**config.mk**
```make
export PLATFORM = sky130hd
export DESIGN_NAME = uart_register_port
export DESIGN_NICKNAME = d
export VERILOG_FILES = /design/src/rtl/ulisp_io_pkg.sv /design/src/rtl/sync_fifo.sv /design/src/rtl/uart_register_port.sv
export SDC_FILE = /design/constraint.sdc
export NUM_CORES = 1
export LEC_CHECK = 0
export ABC_AREA = 1
export CAP_MARGIN = 5
export CORE_MARGIN = 2
export CORE_UTILIZATION = 50
export CTS_BUF_LIST = sky130_fd_sc_hd__clkbuf_16
export DETAILED_ROUTE_END_ITERATION = 10
export PLACE_DENSITY = 0.79
export SLEW_MARGIN = 5
export SYNTH_ARGS = -nofsm -noshare
export SYNTH_HDL_FRONTEND = slang
export SYNTH_SLANG_ARGS = --single-unit
```
**constraint.sdc**
```tcl
create_clock -name clk -period 2.5 [get_ports clk]
set_clock_uncertainty 0.05 [all_clocks]
set_input_delay 0.5 -clock clk [delete_from_list [all_inputs] [get_ports clk]]
set_output_delay 0.5 -clock clk [all_outputs]
set_load 0.02 [all_outputs]
```
**src/rtl/ulisp_io_pkg.sv**
```systemverilog
// ulisp_io_pkg: shared definitions for the ulisp register-bus UART port.
//   - register indices decoded by uart_register_port
//   - bit positions inside the status / level read words
//   - transmit and receive state encodings
package ulisp_io_pkg;

    localparam logic [11:0] REG_DATA   = 12'd0;
    localparam logic [11:0] REG_STATUS = 12'd1;
    localparam logic [11:0] REG_LEVEL  = 12'd2;

    localparam int ST_TX_FULL     = 0;
    localparam int ST_TX_BUSY     = 1;
    localparam int ST_TX_OVERFLOW = 2;
    localparam int ST_RX_OVERRUN  = 3;
    localparam int ST_RX_VALID    = 8;

    typedef enum logic [1:0] {
        TX_IDLE,
        TX_START,
        TX_DATA,
        TX_STOP
    } tx_state_t;

    typedef enum logic [1:0] {
        RX_IDLE,
        RX_START,
        RX_DATA,
        RX_STOP
    } rx_state_t;

endpackage

```
**src/rtl/sync_fifo.sv**
```systemverilog
// sync_fifo: single-clock FIFO holding bytes waiting for the UART transmitter.
// Ports:
//   clk, reset_n        clock, asynchronous active-low reset (flushes the FIFO)
//   push, push_data     write request and data; ignored when full unless a pop
//                       happens in the same cycle
//   pop, pop_data       read request; pop_data always shows the head entry
//   full, empty, count  occupancy flags and entry count (0..DEPTH)
// DEPTH must be a power of two so the pointers wrap naturally.
module sync_fifo #(
    parameter int WIDTH = 8,
    parameter int DEPTH = 8
) (
    input  logic                       clk,
    input  logic                       reset_n,
    input  logic                       push,
    input  logic [WIDTH-1:0]           push_data,
    input  logic                       pop,
    output logic [WIDTH-1:0]           pop_data,
    output logic                       full,
    output logic                       empty,
    output logic [$clog2(DEPTH):0]     count
);

    localparam int AW = $clog2(DEPTH);
    localparam logic [AW-1:0] PTR_ONE    = AW'(1);
    localparam logic [AW:0]   CNT_ONE    = (AW + 1)'(1);
    localparam logic [AW:0]   FULL_COUNT = (AW + 1)'(DEPTH);

    logic [WIDTH-1:0] mem [DEPTH];
    logic [AW-1:0]    wr_ptr;
    logic [AW-1:0]    rd_ptr;
    logic             do_push;
    logic             do_pop;

    assign full     = (count == FULL_COUNT);
    assign empty    = (count == '0);
    assign do_pop   = pop && !empty;
    // A full FIFO still accepts a push when the head leaves in the same cycle.
    assign do_push  = push && (!full || do_pop);
    assign pop_data = mem[rd_ptr];

    always_ff @(posedge clk) begin
        if (do_push) begin
            mem[wr_ptr] <= push_data;
        end
    end

    always_ff @(posedge clk or negedge reset_n) begin
        if (!reset_n) begin
            wr_ptr <= '0;
            rd_ptr <= '0;
            count  <= '0;
        end else begin
            if (do_push) begin
                wr_ptr <= wr_ptr + PTR_ONE;
            end
            if (do_pop) begin
                rd_ptr <= rd_ptr + PTR_ONE;
            end
            case ({do_push, do_pop})
                2'b10:   count <= count + CNT_ONE;
                2'b01:   count <= count - CNT_ONE;
                default: count <= count;
            endcase
        end
    end

endmodule

```
**src/rtl/uart_register_port.sv**
```systemverilog
// uart_register_port: register-bus responder that serialises bytes onto the
// board UART TX pin (8N1, LSB first).
// Ports:
//   clk, reset_n               clock, asynchronous active-low reset
//   register_index/read/write  bus address and one-cycle strobes from the core
//   register_write_value       write data
//   register_read_value        registered read data, held until the next read
//   uart_tx                    serial output, idle high
//   uart_rx                    serial input, only used when UART_RX_EN is defined
// Register map: 0 = TX data (RX data when UART_RX_EN), 1 = status / sticky
// clear, 2 = FIFO occupancy. Optional receiver: define UART_RX_EN.
module uart_register_port
    import ulisp_io_pkg::*;
#(
    parameter int CLKS_PER_BIT = 16,
    parameter int FIFO_DEPTH   = 8
) (
    input  logic        clk,
    input  logic        reset_n,
    input  logic [11:0] register_index,
    input  logic        register_read,
    input  logic        register_write,
    input  logic [15:0] register_write_value,
    output logic [15:0] register_read_value,
    output logic        uart_tx,
    input  logic        uart_rx
);

    localparam int CW = $clog2(FIFO_DEPTH) + 1;
    localparam int BW = $clog2(CLKS_PER_BIT);
    localparam logic [BW-1:0] BAUD_LAST = BW'(CLKS_PER_BIT - 1);
    localparam logic [BW-1:0] BAUD_ONE  = BW'(1);

    logic            is_data, is_status, is_level;
    logic            fifo_push, fifo_pop, tx_full, fifo_empty;
    logic [7:0]      pop_data;
    logic [CW-1:0]   fifo_count;
    logic            tx_busy, tx_overflow;
    logic            rx_valid, rx_overrun;
    logic [7:0]      rx_byte;
    logic [15:0]     status_word, level_word, read_mux;

    tx_state_t       state;
    logic [BW-1:0]   baud;
    logic [2:0]      bit_idx;
    logic [7:0]      shift;

    assign is_data   = (register_index == REG_DATA);
    assign is_status = (register_index == REG_STATUS);
    assign is_level  = (register_index == REG_LEVEL);
    assign fifo_push = register_write && is_data;
    assign fifo_pop  = (state == TX_IDLE) && !fifo_empty;
    assign tx_busy   = (state != TX_IDLE) || !fifo_empty;

    sync_fifo #(.WIDTH(8), .DEPTH(FIFO_DEPTH)) u_fifo (
        .clk       (clk),
        .reset_n   (reset_n),
        .push      (fifo_push),
        .push_data (register_write_value[7:0]),
        .pop       (fifo_pop),
        .pop_data  (pop_data),
        .full      (tx_full),
        .empty     (fifo_empty),
        .count     (fifo_count)
    );

    // Transmitter. IDLE lasts exactly one cycle between queued bytes, so
    // consecutive frames are separated by a single idle-high clock.
    always_ff @(posedge clk or negedge reset_n) begin
        if (!reset_n) begin
            state   <= TX_IDLE;
            baud    <= '0;
            bit_idx <= '0;
            shift   <= '0;
            uart_tx <= 1'b1;
        end else begin
            case (state)
                TX_IDLE: begin
                    baud    <= '0;
                    uart_tx <= 1'b1;
                    if (fifo_pop) begin
                        shift   <= pop_data;
                        bit_idx <= '0;
                        uart_tx <= 1'b0;
                        state   <= TX_START;
                    end
                end
                TX_START: begin
                    if (baud == BAUD_LAST) begin
                        baud    <= '0;
                        uart_tx <= shift[0];
                        state   <= TX_DATA;
                    end else begin
                        baud <= baud + BAUD_ONE;
                    end
                end
                TX_DATA: begin
                    if (baud == BAUD_LAST) begin
                        baud <= '0;
                        if (bit_idx == 3'd7) begin
                            uart_tx <= 1'b1;
                            state   <= TX_STOP;
                        end else begin
                            bit_idx <= bit_idx + 3'd1;
                            shift   <= {1'b0, shift[7:1]};
                            uart_tx <= shift[1];
                        end
                    end else begin
                        baud <= baud + BAUD_ONE;
                    end
                end
                TX_STOP: begin
                    if (baud == BAUD_LAST) begin
                        baud  <= '0;
                        state <= TX_IDLE;
                    end else begin
                        baud <= baud + BAUD_ONE;
                    end
                end
                default: state <= TX_IDLE;
            endcase
        end
    end

    // Overflow only when the push is really lost (no pop in the same cycle).
    always_ff @(posedge clk or negedge reset_n) begin
        if (!reset_n) begin
            tx_overflow <= 1'b0;
        end else if (register_write && is_status && register_write_value[ST_TX_OVERFLOW]) begin
            tx_overflow <= 1'b0;
        end else if (fifo_push && tx_full && !fifo_pop) begin
            tx_overflow <= 1'b1;
        end
    end

`ifdef UART_RX_EN
    localparam logic [BW-1:0] BAUD_HALF = BW'(CLKS_PER_BIT / 2 - 1);

    rx_state_t       rx_state;
    logic [1:0]      rx_sync;
    logic [BW-1:0]   rx_baud;
    logic [2:0]      rx_bit;
    logic [7:0]      rx_shift;
    logic            rx_done;
    logic            rx_read;
    logic            unused_inputs;

    assign rx_read       = register_read && is_data;
    assign unused_inputs = ^register_write_value[15:8];

    always_ff @(posedge clk or negedge reset_n) begin
        if (!reset_n) begin
            rx_sync <= 2'b11;
        end else begin
            rx_sync <= {rx_sync[0], uart_rx};
        end
    end

    // Receiver: half a bit after the falling edge the start bit is re-checked
    // (glitches are discarded); from then on samples land mid-bit.
    always_ff @(posedge clk or negedge reset_n) begin
        if (!reset_n) begin
            rx_state <= RX_IDLE;
            rx_baud  <= '0;
            rx_bit   <= '0;
            rx_shift <= '0;
            rx_done  <= 1'b0;
        end else begin
            rx_done <= 1'b0;
            case (rx_state)
                RX_IDLE: begin
                    rx_baud <= '0;
                    if (!rx_sync[1]) rx_state <= RX_START;
                end
                RX_START: begin
                    if (rx_baud == BAUD_HALF) begin
                        rx_baud  <= '0;
                        rx_bit   <= '0;
                        rx_state <= rx_sync[1] ? RX_IDLE : RX_DATA;
                    end else begin
                        rx_baud <= rx_baud + BAUD_ONE;
                    end
                end
                RX_DATA: begin
                    if (rx_baud == BAUD_LAST) begin
                        rx_baud  <= '0;
                        rx_shift <= {rx_sync[1], rx_shift[7:1]};
                        if (rx_bit == 3'd7) rx_state <= RX_STOP;
                        else rx_bit <= rx_bit + 3'd1;
                    end else begin
                        rx_baud <= rx_baud + BAUD_ONE;
                    end
                end
                RX_STOP: begin
                    if (rx_baud == BAUD_LAST) begin
                        rx_baud  <= '0;
                        rx_done  <= 1'b1;
                        rx_state <= RX_IDLE;
                    end else begin
                        rx_baud <= rx_baud + BAUD_ONE;
                    end
                end
                default: rx_state <= RX_IDLE;
            endcase
        end
    end

    always_ff @(posedge clk or negedge reset_n) begin
        if (!reset_n) begin
            rx_byte    <= '0;
            rx_valid   <= 1'b0;
            rx_overrun <= 1'b0;
        end else begin
            if (rx_done) begin
                rx_byte  <= rx_shift;
                rx_valid <= 1'b1;
                if (rx_valid && !rx_read) rx_overrun <= 1'b1;
            end else if (rx_read) begin
                rx_valid <= 1'b0;
            end
            if (register_write && is_status && register_write_value[ST_RX_OVERRUN]) begin
                rx_overrun <= 1'b0;
            end
        end
    end
`else
    logic unused_inputs;

    assign unused_inputs = ^{register_write_value[15:8], uart_rx};
    assign rx_valid      = 1'b0;
    assign rx_overrun    = 1'b0;
    assign rx_byte       = '0;
`endif

    always_comb begin
        status_word                 = '0;
        status_word[ST_TX_FULL]     = tx_full;
        status_word[ST_TX_BUSY]     = tx_busy;
        status_word[ST_TX_OVERFLOW] = tx_overflow;
        status_word[ST_RX_OVERRUN]  = rx_overrun;
        status_word[ST_RX_VALID]    = rx_valid;
        level_word                  = 16'(fifo_count);
        level_word[ST_RX_VALID]     = rx_valid;
        read_mux                    = '0;
        if (is_data) read_mux = {8'b0, rx_byte};
        else if (is_status) read_mux = status_word;
        else if (is_level) read_mux = level_word;
    end

    // The read captures the state before any write in the same cycle.
    always_ff @(posedge clk or negedge reset_n) begin
        if (!reset_n) begin
            register_read_value <= '0;
        end else if (register_read) begin
            register_read_value <= read_mux;
        end
    end

endmodule

```
[Word-level counts from Yosys, hierarchy flattened]
Memory sizes are Yosys's and may differ from the RTL's.
Index checks and enable logic that the tools add are counted.
Operators by class
  equal/unequal tests: 16
  reduce and logical (&&, ||, !) cells: 25
  mux-type cells: 29
  add/subtract/negate cells: 6
Operator list (number)
  2-to-1 mux 8 bit: 3
  2-to-1 mux 4 bit: 4
  one-hot mux 4 bit (2 select lines): 2
  one-hot mux 8 bit (2 select lines): 1
  == test 12 x 1 -> 1 bit (second input constant): 1
  == test 12 x 2 -> 1 bit (second input constant): 1
  logical NOT 12 bit: 1
  != test 2 bit (second input constant): 6
  2-to-1 mux 2 bit: 5
  adder 3 x 1 -> 3 bit (second input constant): 3
  2-to-1 mux 3 bit: 3
  adder 4 x 1 -> 4 bit (second input constant): 2
  == test 4 bit (second input constant): 2
  logical AND 1 bit: 8
  2-to-1 mux 1 bit: 8
  one-hot mux 2 bit (4 select lines): 1
  nonzero test 2 bit: 4
  == test 2 bit (second input constant): 3
  one-hot mux 3 bit (2 select lines): 1
  AND reduction 5 bit: 1
  == test 2 x 1 -> 1 bit (second input constant): 2
  logical NOT 4 bit: 1
  AND reduction 4 bit: 1
  subtractor 4 x 1 -> 4 bit (second input constant): 1
  other kinds (8): 11
Word-level totals
  flip-flop bits (word level): 45
  bits in writable memories: 64
  word-level logic and storage cells: 87
  input port bits: 33
  output and inout port bits: 17
  memories: 1
Memory list
  u_fifo.mem: depth 8, width 8, read ports 1, clocked after memory_dff 0, write ports 1, line sync_fifo.sv:29  | logic [WIDTH-1:0] mem [DEPTH];

[Logic depth before layout (Yosys ltp)]
Gate-level depths: netlist (run 1).
  depth after elaboration: 8
  mapped depth: 13
  depth with buffers taken out: 13

[Modules after synthesis]
Synthesis (run 1) repeated with hierarchy kept, for this count alone.
Second synthesis, totals
  cell total of the unflattened synthesis: 453
  area, all modules: 4575.6 µm²
Modules (own cells, without submodules)
  sync_fifo: cells an instance 254, area each 3128.0 µm², seq. area each 2172.1 µm², times used 1
  uart_register_port: cells an instance 199, area each 1447.6 µm², seq. area each 576.8 µm², times used 1

[Worst setup path before layout (run 1)]
Ideal clock, no wire load.
  path kind: register to register
  start point: register state[0]
  end point: memory u_fifo.mem[0][0], enable pin
  arrival: 1.911 ns
  stages on the path, launching flop included: 8
  path slack: 0.156 ns
  path buffers: 0
  clock period less this slack: 2.344 ns
  path through: dfrtp_1 inv_1 ha_1 inv_1 nand3_1 nand4_4 or2_4 nor3_1
Between the ends
  word-level cells in the longest chain between the ends: 7
RTL lines
  start, declared: line uart_register_port.sv:43  | tx_state_t state;
  start signal, assigned: line uart_register_port.sv:71  | state <= TX_IDLE;
  start signal, assigned: line uart_register_port.sv:85  | state <= TX_START;
  start signal, assigned: line uart_register_port.sv:92  | state <= TX_DATA;
  logical NOT 2 bit: line uart_register_port.sv:52  | assign fifo_pop = (state == TX_IDLE) && !fifo_empty;
  logical AND 1 bit: line uart_register_port.sv:52
  logical AND 1 bit: line sync_fifo.sv:37  | assign do_pop = pop && !empty;
  logical OR 1 bit: line sync_fifo.sv:39  | assign do_push = push && (!full || do_pop);
  logical AND 1 bit: line sync_fifo.sv:39
  2-to-1 mux 1 bit: line sync_fifo.sv:43  | if (do_push) begin
  2-to-1 mux 1 bit (not written as such): line sync_fifo.sv:44  | mem[wr_ptr] <= push_data;
  end, declared: line sync_fifo.sv:29
No other way between the ends.

[Final worst setup path (run 1)]
  start point: register state[0]
  end point: memory u_fifo.mem[4][1], enable pin
Same word-level chain as after synthesis.

==> run metrics, run 1 <==
status completed; I/O Buffers 28; drt first pass iters 5; Post-Syn Instances 417; # nets final 500; top routing layer used met4; HP Class reg -> reg; clock-pin slew on the worst setup and hold paths about 70 ps; share of layout cells above drive strength 1 a little under an eighth; Post-synth EDFFs 64; Switching Fraction around a fifth; Worst Path Arrival approximately 2200 ps; number of diodes 0; Worst VDD drop ~0.57 mV; grt total ovfl 0; GPL Wtd Cong slightly above 0.8; sequential share of power 55.6%; Post-synth ARST share 34.0%; H-tree level count 3; initial antenna violation count 0; register bit count reported by yosys 97; worst-skew pair later-pin latency approximately 340 ps; Via density 5.36; vias in the first global route 2863; Leak 2.03 nW; Syn Area/Cell 10.6 um2; critical path type reg -> reg; pin count of the biggest net entering global routing 41; Critical Path RT 2490 ps; setup TNS 0 ps; number of distinct library cells after synthesis 36; routed wire length 8.32 mm; first-pass GRT wire length 13.7 mm; WL per Instance 14.6 um; commonest non-fill, non-tap cell in the layout nand2_1; Metal-1 WL 3.38 mm; Initial Util about half; Clock Power Share about two fifths; total vias in the final route 3055; Period minus WS final 2250 ps; Die Width ~100 um; post-synthesis cell area 4410 um2; final worst-path cycle share 90.0%; row count 34; DR WL met3 about 460 um; switching power 0.000652 W; Syn. warnings 0; Hold-fix buffers, CTS 0; ys flop type edfxtp_1; Critical Path Max Stage Delay 400 ps; crit-path cells inv_1 > ha_1 > inv_1 > nand3_1 > nand4_4 > or2_4 > nor3_1 > buf_4; Max Fanout on Critical Path 8; CP max-delay cell dfrtp_1; die area 9590 um2; Final ANT Viol Nets 0; Setup crit end kind register; CTS tree built; sequential area share after synthesis between 60% and 70%; PD cells 607 nW/um2; startpoint types register; Hold Violations, Final 0; Setup violations, final 0; FMAX 445 MHz; clk root buf clkbuf_16; Cell Int Power 0.00244 W; # IOs 50; final standard cell area without fillers 5090 um2; Filler cells between 600 and 700; FF/Latch Area about 2700 um2; core footprint 8640 um2; clock tree sinks between 90 and 100; Total GRT Usage 18.2%; hpwl dp around 5.5 mm; met2 wire len 4.27 mm; most frequent cells in the layout nand2_1 (81), edfxtp_1 (64), o21ai_0 (39), nor2_1 (33), dfrtp_1 (32); Num CTS Buffers 9; Post-CTS Setup Inserts 0; post-place instance area approximately 4800 um2; Slew Limit Fails 0; Gate power share between 3 and 4%; relative slew slack 64.9%; starting DRC count in detailed routing 130; # DRC 0; CP dominant cell by count inv_1; worst slew pin tran around 520 ps; Layout area overhead 15.5%; post-CTS sizing 0; maximum root-to-sink buffer count 2; area occupied by multi-input gates 1410 um2; number of max-cap violations 0; RSZ-0062 raised after global routing false; Die Ht 97.9 um
==> state kept, by name (all words and copies together) (netlist names) <==
register	count
baud	4
bit_idx	3
register_read_value	4
shift	8
state	2
tx_overflow	1
u_fifo.count	4
u_fifo.mem	64
u_fifo.rd_ptr	3
u_fifo.wr_ptr	3
uart_tx	1
==> synthesized netlist by cell type, types with 8 or more instances <==
library cell | instances | area, um2
edfxtp_1 | 64 | 1920
a21oi_1 | 8 | 40.0
nand2_1 | 81 | 304
o21ai_0 | 39 | 195
nor3_1 | 10 | 50.1
buf_4 | 13 | 97.6
inv_1 | 29 | 109
nand3_1 | 30 | 150
o211ai_1 | 8 | 60.1
ha_1 | 10 | 125
nor2_1 | 33 | 124
o22ai_1 | 9 | 56.3
dfrtp_1 | 32 | 801
==> layout make-up <==
| class | count | share of cell area, % |
|---|---|---|
| sequential | 97 | 54.0 |
| timing repair buffer | 41 | 7.42 |
| multi-input combinational | 271 | 27.8 |
| clock buffer | 9 | 4.42 |
| clock inverter | 7 | 1.08 |
| inverter | 37 | 2.73 |
| tap | 108 | 2.65 |
==> per-stage QoR <==
stage / setup WS, ps / hold WS, ps / instances / utilization [%] / total power [W]
6_report: 250 / 407 / 570 / 59.0 / 0.00309
5_1_grt: 97.2 / 430 / 570 / 59.0 / 0.00319
4_1_cts: 238 / 412 / 570 / 59.0 / 0.00311
3_5_place_dp: 26.3 / 403 / 554 / 55.8 / 0.00185
3_3_place_gp: 123 / 393 / 554 / 55.8 / 0.00185
2_1_floorplan: 156 / 154 / 428 / - / 0.00180
==> final timing paths <==
path / start / endpoint / slack, ps / cells after the start
worst max-delay path: state[0] / u_fifo.mem[4][1] / 250 / 8
worst min-delay path: baud[0] / baud[0] / 410 / 1
worst max register to register: state[0] / u_fifo.mem[4][1] / 250 / 8
worst min register to register: baud[0] / baud[0] / 410 / 1
max in group asynchronous: reset_n / uart_tx / 1550 / 2
min in group asynchronous: reset_n / register_read_value[1] / 520 / 2
==> power groups by stage <==
stage / sequential [W] / combinational [W] / clock (W)
after CTS: 0.00172 / 0.0000973 / 0.00129
after global routing: 0.00172 / 0.000107 / 0.00136
after floorplan: 0.00175 / 0.0000470 / 0
after global placement: 0.00175 / 0.0000942 / 0
final: 0.00172 / 0.0000959 / 0.00128
after detailed placement: 0.00175 / 0.0000969 / 0
==> worst max-delay path, delay by kind of cell, from the launching register on <==
family                   cells  cell delay, ps
adder cells (fa/ha/maj)      1             250
buffers and inverters        3             470
flip-flops                   1             400
AND/OR/NAND/NOR              4             780
==> routing by layer <==
metal	vias to the layer above	track usage [%]
met5	-	0
met4	0	8.97
met3	17	3.79
met2	88	30.0
met1	1456	23.0
li1	1494	-
==> logic make-up after synthesis <==
group	Yosys count	synth area share [%]
buf+inv	60	6.58
compound gates	74	9.81
simple gates	170	17.4
xor+xnor	5	0.993
fa+ha+maj	10	2.84
flops	97	62.3
other cells	1	0.0850
Power figures use the tool's default switching activity.
==> run 2, diff against run 1 <==
--- a/config.mk
+++ b/config.mk
@@ -11,7 +11,7 @@
 export CORE_UTILIZATION = 50
 export CTS_BUF_LIST = sky130_fd_sc_hd__clkbuf_16
 export DETAILED_ROUTE_END_ITERATION = 10
-export PLACE_DENSITY = 0.79
+export PLACE_DENSITY = 0.81
 export SLEW_MARGIN = 5
 export SYNTH_ARGS = -nofsm -noshare
 export SYNTH_HDL_FRONTEND = slang
==> run 2 against run 1 <==
  * Global-route usage fell by 0.48 points
  * Sequential share of layout area is 0.28 points lower
  * Sequential power barely moved
  * Sequential cell count unchanged
  * Clock-buffer cell count unchanged
  * Routed wire length is 1.3% lower
==> run metrics, run 2 (same netlist as run 1, synthesis figures left out) <==
vias in the first global route 2880 (+0.59%); total vias in the final route 3020 (-1.1%); Hold-fix buffers, CTS 0 (unchanged); Period minus WS final 2240 ps (-10.0 ps); GPL Wtd Cong 0.817 (-1.7%); reg2reg start state[0]; Critical Path RT 2500 ps (about the same); core footprint 8640 um2 (unchanged); starting DRC count in detailed routing 172 (+32%); commonest non-fill, non-tap cell in the layout nand2_1; Top Registers u_fifo.mem x64, shift x8; Final ANT Viol Nets 0 (unchanged); Die Ht 97.9 um (unchanged); maximum root-to-sink buffer count 2 (unchanged); Leak 2.05 nW (+0.66%); HP Class reg -> reg; Via density 5.30 (-1.1%); Largest Register u_fifo.mem; FMAX 447 MHz (+0.45%); Cell Int Power 0.00255 W (+4.4%); worst reg2reg path endpoint u_fifo.mem[6][6]; most frequent cells in the layout nand2_1 (81), edfxtp_1 (64), o21ai_0 (39), nor2_1 (33), dfrtp_1 (32); sequential share of power 53.6% (-2.0 points); Num CTS Buffers 9 (unchanged); row count 34 (unchanged); worst hold stages 1 (unchanged); I/O Buffers 28 (unchanged); Gate power share 3.0% (about the same); cells on worst reg2reg path 8 (unchanged); clock-pin slew on the worst setup and hold paths 70 ps (about the same); initial antenna violation count 0 (unchanged); Setup crit end kind register; # nets final 500 (unchanged); status completed; Die Width 97.9 um (unchanged); hold worst-path end baud[0]; Setup violations, final 0 (unchanged); startpoint types register; hpwl dp 5.37 mm (-2.5%); worst slew pin tran 500 ps (-20.9 ps); hold path startpoint baud[0]; H-tree level count 3 (unchanged); RSZ-0062 raised after global routing false; WL per Instance 14.4 um (-1.3%); post-CTS sizing 0 (unchanged); routed wire length 8.21 mm (-1.3%); first-pass GRT wire length 13.3 mm (-3.1%); # DRC 0 (unchanged); Clock Power Share 43.5% (+2.2 points); number of max-cap violations 0 (unchanged); Post-CTS Setup Inserts 0 (unchanged); Slew Limit Fails 0 (unchanged); flop2flop setup slack 260 ps (about the same); Worst Path Arrival 2230 ps (about the same); Total GRT Usage 17.7% (-0.48 points); Hold Violations, Final 0 (unchanged); # IOs 50 (unchanged); final hold slack 433 ps (+26.1 ps); number of diodes 0 (unchanged); worst-skew pair later-pin latency 340 ps (about the same); max reg flops 64 (unchanged); share of layout cells above drive strength 1 11.5% (+0.22 points); Max Fanout on Critical Path 8 (unchanged); critical path type reg -> reg; CTS tree built; Layout area overhead 16.1%; pin count of the biggest net entering global routing 41 (unchanged); Initial Util 51.1% (unchanged); total power 0.00321 W (+3.9%); clk root buf clkbuf_16; Switching Fraction 20.7% (-0.41 points); switching power 0.000664 W (+1.9%); grt total ovfl 0 (unchanged); relative slew slack 66.6% (+1.7 points); clock tree sinks 97 (unchanged); Worst VDD drop 0.532 mV (-6.7%); final worst-path cycle share 89.6% (-0.40 points); PD cells 627 nW/um2 (+3.4%); drt first pass iters 4 (-1); setup TNS 0 ps (unchanged); die area 9590 um2 (unchanged)
run 2: worst max-delay path, cell delays in order (launching register included):
cell and delay (ps):
dfrtp_1 410, inv_1 110, ha_1 250, inv_1 140, nand3_1 190, nand4_4 150, or2_4 280, nor3_1 150
buf_4 220
run 2: per-layer routing:
| metal | vias up | global-route usage, % | wire length (um) |
|---|---|---|---|
| li1 | 1492 | - | - |
| met1 | 1432 | 21.5 | 3440 |
| met2 | 85 | 30.4 | 4220 |
| met3 | 11 | 4.44 | 438 |
| met4 | 0 | 7.26 | 115 |
| met5 | - | 0 | 0 |
run 2: per-stage QoR:
| stage | cell area [um2] | setup slack, ps | util [%] | cells |
|---|---|---|---|---|
| 3_3_place_gp | 4810 | 117 | 55.8 | 554 |
| 5_1_grt | 5120 | 85.6 | 59.3 | 570 |
| 4_1_cts | 5120 | 238 | 59.3 | 570 |
| 6_report | 5120 | 260 | 59.3 | 570 |
| 3_5_place_dp | 4810 | 70.9 | 55.8 | 554 |
| 2_1_floorplan | 4450 | 156 | - | 428 |
run 2: final cells by class:
class,instances,area [um2]
clock buffers,9,225
clock inverters,7,81.3
fillers,676,3510
inverters,37,139
multi-input cells,271,1410
flip-flops and latches,97,2750
well taps,108,135
repair buffers,41,378
run 2: power by group through the flow:
stage | clock network (W) | registers [W] | logic [W]
after floorplan | 0 | 0.00175 | 0.0000470
after global placement | 0 | 0.00175 | 0.0000940
after detailed placement | 0 | 0.00175 | 0.0000968
after CTS | 0.00140 | 0.00172 | 0.0000969
after global routing | 0.00147 | 0.00172 | 0.000107
final | 0.00140 | 0.00172 | 0.0000960
run 2: how the worst max path moves through the flow:
| stage | startpoint | end | slack, ps | cells after the start |
|---|---|---|---|---|
| after floorplan | state[0] | u_fifo.mem[0][0] | 160 | 7 |
| after global placement | register_index[2] | u_fifo.mem[2][4] | 120 | 8 |
| after detailed placement | register_index[3] | u_fifo.mem[6][6] | 70 | 8 |
| after CTS | state[0] | u_fifo.mem[0][2] | 240 | 8 |
| after global routing | state[0] | u_fifo.mem[2][0] | 90 | 8 |
| final | state[0] | u_fifo.mem[6][6] | 260 | 8 |
